--- src/rtl/keypad_entry_collector.sv ---
// rtl/keypad_entry_collector.sv - debounced one-hot keypad to packed 4-digit entry word
module keypad_entry_collector #(
    parameter int DEBOUNCE_CYCLES = 4,
    parameter int TIMEOUT_CYCLES  = 1000,
    parameter int CNT_W           = 10
) (
    input  logic        CLK,
    input  logic        RST,
    input  logic        EN,
    input  logic [15:0] BUTTONS,
    input  logic        Lock_Busy,
    output logic [15:0] Entry_Code,
    output logic        Entry_Valid,
    output logic [2:0]  Digit_Count,
    output logic        Key_Error,
    output logic        Timeout
);

    localparam int DB_W = (DEBOUNCE_CYCLES > 1) ? $clog2(DEBOUNCE_CYCLES) : 1;
    localparam logic [DB_W-1:0]  DB_MAX  = DB_W'(DEBOUNCE_CYCLES - 1);
    localparam logic [CNT_W-1:0] TMO_MAX = CNT_W'(TIMEOUT_CYCLES - 1);

    typedef enum logic [1:0] {IDLE, COLLECT, DONE} state_t;

    state_t            state, next_state;
    logic [15:0]       sync1, sync, candidate, debounced, shreg;
    logic [DB_W-1:0]   stab_cnt;
    logic [CNT_W-1:0]  timer;
    logic              arm, press, stable_zero, one_hot;
    logic              accept, key_err, tmo;
    logic [3:0]        code;

    always_ff @(posedge CLK) begin
        if (!RST) begin
            sync1     <= '0;
            sync      <= '0;
            candidate <= '0;
            stab_cnt  <= '0;
            debounced <= '0;
        end else begin
            sync1 <= BUTTONS;
            sync  <= sync1;
            if (sync != candidate) begin
                candidate <= sync;
                stab_cnt  <= '0;
            end else if (stab_cnt == DB_MAX) begin
                debounced <= candidate;
            end else begin
                stab_cnt <= stab_cnt + 1'b1;
            end
        end
    end

    // Re-arm only on a release confirmed by the debouncer, so a key held through reset stays ignored.
    assign stable_zero = (sync == candidate) && (candidate == '0) && (stab_cnt == DB_MAX) && (sync1 == '0);
    assign press       = arm && (debounced != '0);
    assign one_hot     = $onehot(debounced);

    always_ff @(posedge CLK) begin
        if (!RST)             arm <= 1'b0;
        else if (press)       arm <= 1'b0;
        else if (stable_zero) arm <= 1'b1;
    end

    always_comb begin
        code = 4'd0;
        for (int i = 0; i < 16; i++) begin
            if (debounced[i]) code = 4'(i);
        end
    end

    always_comb begin
        next_state = state;
        accept     = 1'b0;
        key_err    = 1'b0;
        tmo        = 1'b0;
        if (!EN) begin
            next_state = IDLE;
        end else if (state == DONE) begin
            next_state = IDLE;
        end else if (press && !Lock_Busy) begin
            if (one_hot) begin
                accept     = 1'b1;
                next_state = (Digit_Count == 3'd3) ? DONE : COLLECT;
            end else begin
                key_err    = 1'b1;
                next_state = IDLE;
            end
        end else if (state == COLLECT && timer == TMO_MAX) begin
            tmo        = 1'b1;
            next_state = IDLE;
        end
    end

    always_ff @(posedge CLK) begin
        if (!RST) state <= IDLE;
        else      state <= next_state;
    end

    always_ff @(posedge CLK) begin
        if (!RST) begin
            shreg       <= '0;
            Entry_Code  <= '0;
            Entry_Valid <= 1'b0;
            Digit_Count <= '0;
            Key_Error   <= 1'b0;
            Timeout     <= 1'b0;
            timer       <= '0;
        end else begin
            Entry_Valid <= 1'b0;
            Key_Error   <= key_err;
            Timeout     <= tmo;
            if (!EN) begin
                Digit_Count <= '0;
                timer       <= '0;
            end else if (state == DONE) begin
                Entry_Code  <= shreg;
                Entry_Valid <= 1'b1;
            end else if (accept) begin
                shreg[{Digit_Count[1:0], 2'b00} +: 4] <= code;
                Digit_Count <= (Digit_Count == 3'd3) ? 3'd0 : Digit_Count + 3'd1;
                timer       <= '0;
            end else if (key_err || tmo) begin
                Digit_Count <= '0;
                timer       <= '0;
            end else if (state == COLLECT) begin
                timer <= timer + 1'b1;
            end
        end
    end

endmodule
--- config.mk ---
export PLATFORM = sky130hd
export DESIGN_NAME = keypad_entry_collector
export DESIGN_NICKNAME = d
export VERILOG_FILES = /design/src/rtl/keypad_entry_collector.sv
export SDC_FILE = /design/constraint.sdc
export NUM_CORES = 1
export LEC_CHECK = 0
export CELL_PAD_IN_SITES_DETAIL_PLACEMENT = 1
export CELL_PAD_IN_SITES_GLOBAL_PLACEMENT = 1
export CORE_UTILIZATION = 48
export DETAILED_ROUTE_END_ITERATION = 12
export GPL_TIMING_DRIVEN = 0
export PLACE_DENSITY_LB_ADDON = 0.2
export SLEW_MARGIN = 20
export SYNTH_ARGS = -nofsm -noshare
export SYNTH_HDL_FRONTEND = slang
export SYNTH_SLANG_ARGS = --single-unit
--- constraint.sdc ---
create_clock -name CLK -period 13.2 [get_ports CLK]
set_clock_uncertainty 0.05 [all_clocks]
set_input_delay 1.32 -clock CLK [delete_from_list [all_inputs] [get_ports CLK]]
set_output_delay 1.32 -clock CLK [all_outputs]
set_load 0.02 [all_outputs]
* After elaboration in Yosys (flattened, before gate mapping)
Index checks and enable logic that the tools add are counted. W data, S select, Z words.
Word-level totals: bits of input ports 20, register bits 117, logic and storage cells 109
Cells by class: add/subtract/negate cells 19, shift-type cells 2, multiplexer cells 39, bitwise operators 4, equal/unequal tests 8, reductions and logical operators 23
Operators with widths (number):
- $mux W4 | 14
- $logic_not A16 Y1 | 2
- $mux W10 | 3
- $add A1 B1 Y2 | 8
- $bwmux W16 | 1
- $eq A16 B16 Y1 | 1
- $ne A16 B16 Y1 | 1
- $reduce_bool A16 Y1 | 1
- $shift A4 B6 Y16 const A | 1
- $shiftx A4 B6 Y16 | 1
- $mux W1 | 14
- $add A2 B2 Y3 | 4
- $add A10 B1 Y10 const B | 1
- $eq A10 B10 Y1 const B | 1
- $reduce_and A2 Y1 | 5
- $mux W3 | 3
- $add A3 B3 Y4 | 2
- $mux W2 | 4
- $logic_and A1 B1 Y1 | 6
- $neg A4 Y6 | 1
- $add A4 B4 Y5 | 1
- $eq A5 B1 Y1 const B | 1
- $eq A2 B2 Y1 const B | 2
- $not A1 Y1 | 4
- other kinds (11) | 13

* Logic depth before layout (Yosys ltp)
depth after elaboration 17, mapped depth 15

* Least setup slack after synthesis
OpenSTA, ideal clock, no wires.
kind flip-flop to flip-flop, from register debounced[5], to register shreg[0], stages on the path, launching flop included 16, data required time 13.092 ns, arrival time 4.595 ns, library setup time 0.058 ns, slack 8.497 ns, cell sequence dfxtp_1 > inv_1 > fa_1 > inv_1 > fa_1 > fa_1 > inv_1 > fa_1 > inv_1 > ha_1 > fa_1 > or4b_1 > clkbuf_1 > nor4_2 > o2111a_1 > o21a_1
On the way: cells in the longest elaborated chain, start to end 13, elaborated cells on any way between the ends 26
Ends and longest elaborated chain:
- start: declaration | line 26 | logic [15:0] sync1, sync, candidate, debounced, shreg;
- start signal: assignment | line 47 | debounced <= candidate;
- parallel branches: the longest is 13 deep, another holds $add A4 B4 Y5
- end signal: indexed assignment | line 120 | shreg[{Digit_Count[1:0], 2'b00} +: 4] <= code;
- end: declaration | line 26
Several ways; the timed one is not identified. A chain may end at the register's enable or synchronous reset.

* Final worst setup path
from register debounced[5], to register Digit_Count[2]
On the way: cells in the longest elaborated chain, start to end 12, elaborated cells on any way between the ends 23
Ends and longest elaborated chain:
- $add A1 B1 Y2 (not written as such) | line 57 | assign one_hot = $onehot(debounced);
- $add A2 B2 Y3 (not written as such) | line 57
- $add A3 B3 Y4 (not written as such) | line 57
- $add A4 B4 Y5 (not written as such) | line 57
- $eq A5 B1 Y1 | line 57
- $mux W1 | line 82 | if (one_hot) begin
- $mux W1 | line 81 | end else if (press && !Lock_Busy) begin
- $mux W1 | line 79 | end else if (state == DONE) begin
- $mux W1 | line 77 | if (!EN) begin
- $logic_or A1 B1 Y1 | line 123 | end else if (key_err || tmo) begin
- $reduce_bool A2 Y1 (no line)
- $reduce_and A2 Y1 (no line)
- end signal: assignment | line 121 | Digit_Count <= (Digit_Count == 3'd3) ? 3'd0 : Digit_Count + 3'd1;
- end: declaration | line 14 | output logic [2:0] Digit_Count,
Parallel ways exist; a longest one is shown, timed or not.

==> flow_summary.yaml <==
synth:
  synth_area_mm2: 0.005190
  synth_top_family_by_area: "simple AND/OR/NAND/NOR gates"
  synthArstFlopShare_pct: 0
  synth_cell_types: 56
  synth_fa_ha_area_share_pct: 7.232
  synthSimpleGateAreaFrac_pct: 26.11
  synth_seq_cells: 117
  synth_xor_area_share_pct: 3.544
  synth_seq_area_share_pct: 45.13
  synthTopCellsByCount: "dfxtp_1, nand2_1, and2_1"
  synth-edff-count: 0
  yosysTopAreaCell: "dfxtp_1"
  syn-num-nets: 586
  synthMuxAreaShare_pct: 5.014
  synth_compound_area_share_pct: 8.968
  yosys_warnings: 0
  synth_area_leaders: "dfxtp_1, and2_1, nand2_1"
  synth_area_per_cell_um2: 9.576
  synth_top_cell_area_share_pct: 45.13
  synthCells: 542
  ys.flop_type: "dfxtp_1"
  synth.most_common_cell: "dfxtp_1"
global_route:
  grt_pass1_vias: 4438
  grt_util_all_layers_pct: 26.17
  grt_remaining_overflow: 0
  antenna_found_initial: 0
  grt_pass1_wl_um: 22130
  grt_max_degree: 17
drt:
  routed-wl-met2_um: 7205
  route.detailed.drc: 0
  dr.max_layer_used: "met4"
  wirelength_um: 13520
  routedWlPerCell_um: 18.02
  viasPerCell: 5.415
  wl_met1_um: 5439
  dr.pass1.iters: 4
  vias: 4061
  ant_nets: 0
  wl_met3_um: 441
  dr.first_iter.drc_count: 133
power_and_ir_drop:
  p_total_mw: 0.8664
  powerDensity_mw_per_mm2: 136.1
  leakage_nw: 2.413
  ir_drop_uv: 152.8
placement:
  hpwl_um: 9234
  place_area_mm2: 0.005761
  io_buffers: 40
  place_congestion: 0.8231
min_path:
  holdPathEnd: "Entry_Code[7]"
  hp-class: "reg -> reg"
  hp-start: "shreg[7]"
  hold-path-cell-count: 2
setup_path:
  r2r_setup_slack_ns: 7.97
  path_class: "reg -> reg"
  cp-end-kind: "register"
  r2r_start: "debounced[5]"
  r2r-end: "Digit_Count[2]"
  crit_required_ns: 13.59
  crit_path_max_fanout: 6
  arrival_ns: 5.62
  reg2regPathDepth: 15
  cp-start-kind: "register"
floorplan:
  dieHeight_um: 106.0
  ios: 42
  die_w_um: 106.0
  dieArea_mm2: 0.01123
  rows: 37
  core_area_mm2: 0.01042
  initial_core_util_pct: 49.83
clocking:
  clkSlewWorstSetupHoldPaths_ns: 0.06
  cts-buffers-inserted: 17
  clk_latency_ns: 0.54
  htreeDepth: 4
  cts.path.max_buffers: 2
  cts_root_buf: "clkbuf_8"
  cts_tree: "done"
  cts_resized: 0
  cts.sinks: 117
  ctsHoldBuffers: 0
  post_cts_buffers: 0
sta:
  hold_slack_ns: 0.4011
  rsz0062_at_grt: "no"
  drv_slew: 0
  fmax_mhz: 191.3
  worstMarginPinSlew_ns: 0.7618
  slew_headroom_pct: 49.21
  finalSetupTns_ns: 0
  period_share_pct: 39.61
  hold_viol_final: 0
  setup_viol: 0
  post-route-min-period_ns: 5.228
final_layout:
  layout.nets: 645
  insertedDiodeCount: 0
  regArea_mm2: 0.002342
  final_area_mm2: 0.006367
  utilization_pct: 61.13
  multiInputGateArea_mm2: 0.002640
  nFillCells: 1175
  syn2layout_area_growth_pct: 22.69
  layout-drive-gt1-share_pct: 9.283
run:
  drv_cap: 0
outcome:
  status: "completed"
==> layer usage <==
metal,global-route usage (%),up-vias
met2,48.09,83
met1,27.15,1995
met3,6.315,35
li1,-,1948
met4,14.68,0
met5,0,-
==> worst max-delay path by stage <==
stage               cells after the start  slack [ns]    startpoint        endpoint
finish                                 15        7.97  debounced[5]  Digit_Count[2]
global route                           15        7.74  debounced[5]  Digit_Count[2]
CTS                                    15        7.96  debounced[5]       shreg[12]
detailed placement                     15        8.02  debounced[5]       shreg[12]
global placement                       15        8.12  debounced[5]       shreg[12]
floorplan                              15        8.50  debounced[5]        shreg[0]
==> cell usage in the layout (no fill, tap or decap), drive strengths merged, types with 7 or more instances in the layout <==
master | synthesis | routed
a21boi | 16 | 16
o21ai | 7 | 7
dfxtp | 117 | 117
clkdlybuf4s50 | 0 | 40
nor2b | 20 | 20
nand4 | 15 | 15
a21oi | 12 | 12
nand2 | 73 | 73
nor4 | 13 | 13
mux2i | 26 | 26
xnor2 | 17 | 17
o21a | 8 | 8
clkbuf | 18 | 36
ha | 14 | 14
and2 | 52 | 52
inv | 29 | 36
and3 | 9 | 9
fa | 10 | 10
nor2 | 26 | 26
==> kinds of logic after synthesis <==
family	count (synthesis)
multiplexers	26
buffers and inverters	52
AND/OR/NAND/NOR	244
AO/OA/AOI/OAI	58
adder cells (fa/ha/maj)	24
XOR/XNOR	21
flip-flops	117
==> worst max-delay path: stages, from the launching register on <==
cell      delay [ns]
dfxtp_1         0.40
inv_1           0.12
fa_1            0.54
inv_1           0.05
fa_1            0.47
fa_1            0.52
inv_1           0.05
fa_1            0.47
inv_1           0.04
ha_1            0.19
fa_1            0.44
or4b_1          0.50
clkbuf_1        0.23
nor3_1          0.60
a21oi_1         0.23
nor3b_1         0.25
==> flip-flops by register name, indices dropped and copies added (netlist names) <==
signal       count
Entry_Code      16
candidate       16
debounced       16
shreg           16
sync1           16
sync            16
timer           10
Digit_Count      3
stab_cnt         2
state            2
Entry_Valid      1
Key_Error        1
Timeout          1
arm              1
==> power by group <==
part,internal [mW],leakage [nW],switching [mW]
combinational,0.0138,1.16,0.0137
clock,0.293,0.298,0.182
sequential,0.359,0.950,0.00440
==> through the flow <==
step	setup slack [ns]	cells
after floorplan	8.497	542
after global placement	8.117	718
after detailed placement	8.017	718
after CTS	7.963	750
after global routing	7.737	750
final	7.972	750
==> layout make-up <==
class / count / area share (%)
Timing Repair Buffer: 40 / 6.288
Tap cell: 136 / 2.672
Buffer: 23 / 1.552
Multi-Input combinational cell: 373 / 41.46
Clock inverter: 14 / 2.967
Sequential cell: 117 / 36.79
Inverter: 29 / 1.710
Clock buffer: 18 / 6.563
No activity file was read; power rests on OpenSTA's default activity.
